### config.mk
export PLATFORM = sky130hd
export DESIGN_NAME = traffic_light_monitor
export DESIGN_NICKNAME = d
export VERILOG_FILES = /design/src/rtl/traffic_light_monitor.sv
export SDC_FILE = /design/constraint.sdc
export NUM_CORES = 1
export LEC_CHECK = 0
export CORE_ASPECT_RATIO = 0.5
export CORE_MARGIN = 10
export CORE_UTILIZATION = 46
export DETAILED_ROUTE_END_ITERATION = 10
export PLACE_DENSITY = 0.73
export SLEW_MARGIN = 20
export SYNTH_ARGS = -nofsm -noshare
export SYNTH_HDL_FRONTEND = slang
export SYNTH_SLANG_ARGS = --single-unit
### constraint.sdc
create_clock -name clk -period 3.1 [get_ports clk]
set_input_delay 0.31 -clock clk [delete_from_list [all_inputs] [get_ports clk]]
set_output_delay 0.31 -clock clk [all_outputs]
set_load 0.02 [all_outputs]
### src/rtl/traffic_light_monitor.sv
// Passive checker for the two-approach light bus: decodes lamp pairs, tracks the
// six-phase rotation and flags encoding, conflict, sequence and dwell-time errors.
module traffic_light_monitor #(
    parameter int unsigned GREEN_CYC  = 6,
    parameter int unsigned YELLOW_CYC = 2,
    parameter int unsigned ALLRED_CYC = 2,
    parameter int unsigned CNT_W      = 4,
    parameter int unsigned ROT_W      = 16
) (
    input  logic             clk,
    input  logic             rst_n,
    input  logic [2:0]       light_A,
    input  logic [2:0]       light_B,
    input  logic             clr_sticky,
    output logic             locked,
    output logic [2:0]       phase,
    output logic             err_encoding,
    output logic             err_conflict,
    output logic             err_sequence,
    output logic             err_timing,
    output logic [3:0]       err_sticky,
    output logic [ROT_W-1:0] rotations
);

    localparam logic [2:0] PH0  = 3'd0;
    localparam logic [2:0] PH5  = 3'd5;
    localparam logic [2:0] SYNC = 3'd7;

    localparam logic [2:0] P_GR   = 3'd0;
    localparam logic [2:0] P_YR   = 3'd1;
    localparam logic [2:0] P_RR   = 3'd2;
    localparam logic [2:0] P_RG   = 3'd3;
    localparam logic [2:0] P_RY   = 3'd4;
    localparam logic [2:0] P_CONF = 3'd5;
    localparam logic [2:0] P_BAD  = 3'd6;

    localparam logic [2:0] L_G = 3'b001;
    localparam logic [2:0] L_Y = 3'b010;
    localparam logic [2:0] L_R = 3'b100;

    localparam logic [CNT_W-1:0] DW_MAX = '1;

    function automatic logic [2:0] ph_pat(input logic [2:0] ph);
        case (ph)
            3'd0:    ph_pat = P_GR;
            3'd1:    ph_pat = P_YR;
            3'd2:    ph_pat = P_RR;
            3'd3:    ph_pat = P_RG;
            3'd4:    ph_pat = P_RY;
            3'd5:    ph_pat = P_RR;
            default: ph_pat = P_BAD;
        endcase
    endfunction

    function automatic logic [CNT_W-1:0] ph_len(input logic [2:0] ph);
        case (ph)
            3'd0, 3'd3: ph_len = CNT_W'(GREEN_CYC);
            3'd1, 3'd4: ph_len = CNT_W'(YELLOW_CYC);
            default:    ph_len = CNT_W'(ALLRED_CYC);
        endcase
    endfunction

    logic [2:0]       r_state;
    logic [CNT_W-1:0] r_dwell;
    logic             r_first;

    logic             w_a_oh, w_b_oh;
    logic [2:0]       w_pat;
    logic [2:0]       w_succ;
    logic [CNT_W-1:0] w_len;
    logic [2:0]       w_state_n;
    logic [CNT_W-1:0] w_dwell_n;
    logic             w_first_n;
    logic [ROT_W-1:0] w_rot_n;
    logic             w_enc, w_conf, w_seq, w_tim;

    // Classify the sampled lamp pair
    always_comb begin
        w_a_oh = (light_A == L_G) || (light_A == L_Y) || (light_A == L_R);
        w_b_oh = (light_B == L_G) || (light_B == L_Y) || (light_B == L_R);
        if (!w_a_oh || !w_b_oh)                       w_pat = P_BAD;
        else if (light_A == L_G && light_B == L_R)    w_pat = P_GR;
        else if (light_A == L_Y && light_B == L_R)    w_pat = P_YR;
        else if (light_A == L_R && light_B == L_R)    w_pat = P_RR;
        else if (light_A == L_R && light_B == L_G)    w_pat = P_RG;
        else if (light_A == L_R && light_B == L_Y)    w_pat = P_RY;
        else                                          w_pat = P_CONF;
    end

    // Next-state, dwell tracking and error pulses
    always_comb begin
        w_succ    = (r_state == PH5) ? PH0 : r_state + 3'd1;
        w_len     = ph_len(r_state);
        w_state_n = r_state;
        w_dwell_n = r_dwell;
        w_first_n = r_first;
        w_rot_n   = rotations;
        w_enc     = (w_pat == P_BAD);
        w_conf    = (w_pat == P_CONF);
        w_seq     = 1'b0;
        w_tim     = 1'b0;
        if (r_state == SYNC) begin
            if (w_pat == P_GR) begin
                w_state_n = PH0;
                w_dwell_n = CNT_W'(1);
                w_first_n = 1'b1;
            end
        end else if (w_pat == ph_pat(r_state)) begin
            if (r_dwell != DW_MAX) w_dwell_n = r_dwell + CNT_W'(1);
            w_tim = !r_first && (r_dwell == w_len);
        end else if (w_pat == ph_pat(w_succ)) begin
            w_state_n = w_succ;
            w_dwell_n = CNT_W'(1);
            w_first_n = 1'b0;
            w_tim     = !r_first && (r_dwell < w_len);
            if (r_state == PH5) w_rot_n = rotations + ROT_W'(1);
        end else begin
            w_state_n = SYNC;
            w_dwell_n = '0;
            w_seq     = (w_pat != P_BAD) && (w_pat != P_CONF);
        end
    end

    always_ff @(posedge clk or negedge rst_n) begin
        if (!rst_n) begin
            r_state      <= SYNC;
            r_dwell      <= '0;
            r_first      <= 1'b1;
            locked       <= 1'b0;
            err_encoding <= 1'b0;
            err_conflict <= 1'b0;
            err_sequence <= 1'b0;
            err_timing   <= 1'b0;
            err_sticky   <= 4'b0;
            rotations    <= '0;
        end else begin
            r_state      <= w_state_n;
            r_dwell      <= w_dwell_n;
            r_first      <= w_first_n;
            locked       <= (w_state_n != SYNC);
            err_encoding <= w_enc;
            err_conflict <= w_conf;
            err_sequence <= w_seq;
            err_timing   <= w_tim;
            err_sticky   <= (err_sticky & ~{4{clr_sticky}}) | {w_tim, w_seq, w_conf, w_enc};
            rotations    <= w_rot_n;
        end
    end

    assign phase = r_state;

endmodule

==> impl_metrics.ini <==
[run_status]
outcome = finished, final reports clean

[min_path]
hp-class = input port to async pin

[timing]
max_freq_mhz = 349
finalCritPeriodShare_pct = 92.6
fin_ws_ps = 231
finalSetupViolCount = 0
period_needed_ps = 2870
worst_pin_slew_ps = 518
slew_violations = 0
hold_slack_ps = 436
finalHoldViolations = 0
rsz0062_at_grt = no
relSlewSlack_pct = 65.1
fin_skew_ps = 7.37

[critical_path]
critical_path_class = flop to flop
cp-start-kind = flop
crit_fanout = 5
critPathCaptureType = flop
critPathRequiredTime_ps = 3270
crit_arrival_ps = 3040
reg2reg_slack_ps = 230

[floorplanning]
die_h_um = 71.0
initial_core_util_pct = 48.0
fp.dieW_um = 122
core_sq_mm = 0.00498
ios = 37
rows = 18
die-area_sq_mm = 0.00865

[clock_tree]
cts_setup_buffers = 0
cts_buffers = 5
post_cts_resized = 0
path_clk_slew_ps = 70
htreeDepth = 2
tritoncts = done
clock_latency_ps = 280
ctsLongestPathBuffers = 2
root_buffer = clkbuf_8
hold_buffers = 0
cts_num_sinks = 33

[route]
drt_iter0_markers = 193
drc = 0
wirelength_mm = 5.75
wl_per_cell_um = 16.3
ant_nets = 0
dr.pass1.iters = 5
vias = 2074
via_per_inst = 5.86

[yosys]
synth.area.top_cells = dfrtp_1 30%, nor4_2 6.8%, xor2_1 5.1%, dfstp_2 4.4%, o21ai_0 3.8%
ys_async_sr_fraction_pct = 100
synth_top_area_cell = dfrtp_1
synth_cells = 246
ys_types = 65
ys_seq_area_share_pct = 34.8
synth.cell_area_sq_mm = 0.00239
synth.top_cell.area_share_pct = 30.4
yosys_warnings = 0
syn_avg_cell_area_sq_um = 9.71
synth-seq-cells = 33
synth_nets = 261
synth_enable_flop_cells = 0
ys.flop_type = dfrtp_1

[place]
place_congestion = 0.838
pre_cts_ws_ps = -27.9
portBuffers = 36
dp_hpwl_mm = 4.21

[global_routing]
grt-ovfl-total = 0
first_global_vias = 1998
grt_max_degree = 34
grt_usage_pct = 13.5
grt_pass1_wl_mm = 9.75
antenna_found_initial = 0

[cells_and_area]
num-nets-final = 298
diodes = 0
final_cell_mix = 36 x clkdlybuf4s50_1, 29 x dfrtp_1, 18 x o21ai_0, 15 x nor2_1, 14 x xor2_1
synthToLayoutAreaGrowth_pct = 20.9
drive_gt1_share_pct = 16.5
final_common_cell = clkdlybuf4s50_1

[pwr]
p_leak_nw = 1.19
sw_frac_of_total_pct = 47.6
vdd_ir_drop_max_mv = 0.328
clkPwrFrac_pct = 12.9
power.total_mw = 2.45
seqPwrFrac_pct = 24.6
p_sw_mw = 1.17
p_int_mw = 1.28
power.density_mw_per_mm2 = 847
pwr-share-comb_pct = 62.5

[flow_run]
cap_violations = 0
-- layer usage --
| layer | up-vias | global-route usage [%] | part of all wire [%] |
|---|---|---|---|
| li1 | 1004 | - | - |
| met1 | 1003 | 16.9 | 45 |
| met2 | 61 | 22.3 | 48 |
| met3 | 6 | 3.17 | 5.9 |
| met4 | 0 | 4.47 | 1.3 |
| met5 | - | 0 | 0 |
-- state kept, by name, indices dropped and copies added (netlist names), 3 cells and up --
| register | cells |
|---|---|
| rotations | 16 |
| err_sticky | 4 |
| r_dwell | 4 |
| phase | 3 |
-- Yosys cell counts, drive strengths merged, types with 3 or more instances --
cell type   n
inv         9
nand2      12
nor2       15
ha          6
o211ai      5
dfrtp      29
nor4       18
xor2       14
a211oi      5
xnor2       4
nand3       9
and4        4
nand4       6
o211a       3
buf        14
nor3        9
a21oi       6
dfstp       4
clkbuf      6
o21ai      20
-- metrics by stage --
stage	util, %	area [sq um]	cells	TNS [ps]
floorplan	-	2390	246	0
global placement	56.3	2800	346	0
detailed placement	56.3	2800	346	-157
CTS	58.0	2890	354	0
global route	58.0	2890	354	0
finish	58.0	2890	354	0
-- worst paths after layout --
kind	startpoint	end	cells past startpoint
worst max-delay path	phase[0]$_DFF_PN1_	rotations[1]$_DFFE_PN0P_	8
worst min-delay path	rst_n	rotations[15]$_DFFE_PN0P_	2
worst max register to register	phase[0]$_DFF_PN1_	rotations[1]$_DFFE_PN0P_	8
worst min register to register	rotations[15]$_DFFE_PN0P_	rotations[15]$_DFFE_PN0P_	1
max in group asynchronous	rst_n	r_first$_DFFE_PN1P_	2
min in group clk	rotations[15]$_DFFE_PN0P_	rotations[15]$_DFFE_PN0P_	1
-- kinds of logic after synthesis --
family / Yosys count / synth area share (%)
AOI/OAI and AO/OA: 60 / 17.6
muxes: 2 / 0.942
DFF: 33 / 34.8
buffers and inverters: 29 / 7.80
xor gates and xnor gates: 18 / 6.60
adders and majority gates: 6 / 3.14
and+or+nand+nor: 98 / 29.1
-- power by group through the flow --
stage	Combinational (mW)	Sequential [mW]	Clock, mW
floorplan	1.07	0.674	0
global route	1.67	0.613	0.348
global placement	1.46	0.604	0
finish	1.53	0.602	0.315
detailed placement	1.50	0.607	0
CTS	1.51	0.601	0.322
-- area by class of cell --
type                            count  area (sq um)
Inverter                            9          33.8
Tap cell                           70          87.6
Clock inverter                      2          10.0
Timing Repair Buffer               50           478
Multi-Input combinational cell    184          1380
Fill cell                         427          2090
Clock buffer                        6          72.6
Sequential cell                    33           831
-- critical path, cell delays in order, from the launching register on --
cell and delay (ps):
dfstp_2 530, and2_1 200, ha_1 170, or3b_1 340, a21oi_1 180, a211oi_1 70
or4b_4 590, nor4_4 310, mux2_1 350
No activity file was read; power rests on OpenSTA's default activity.
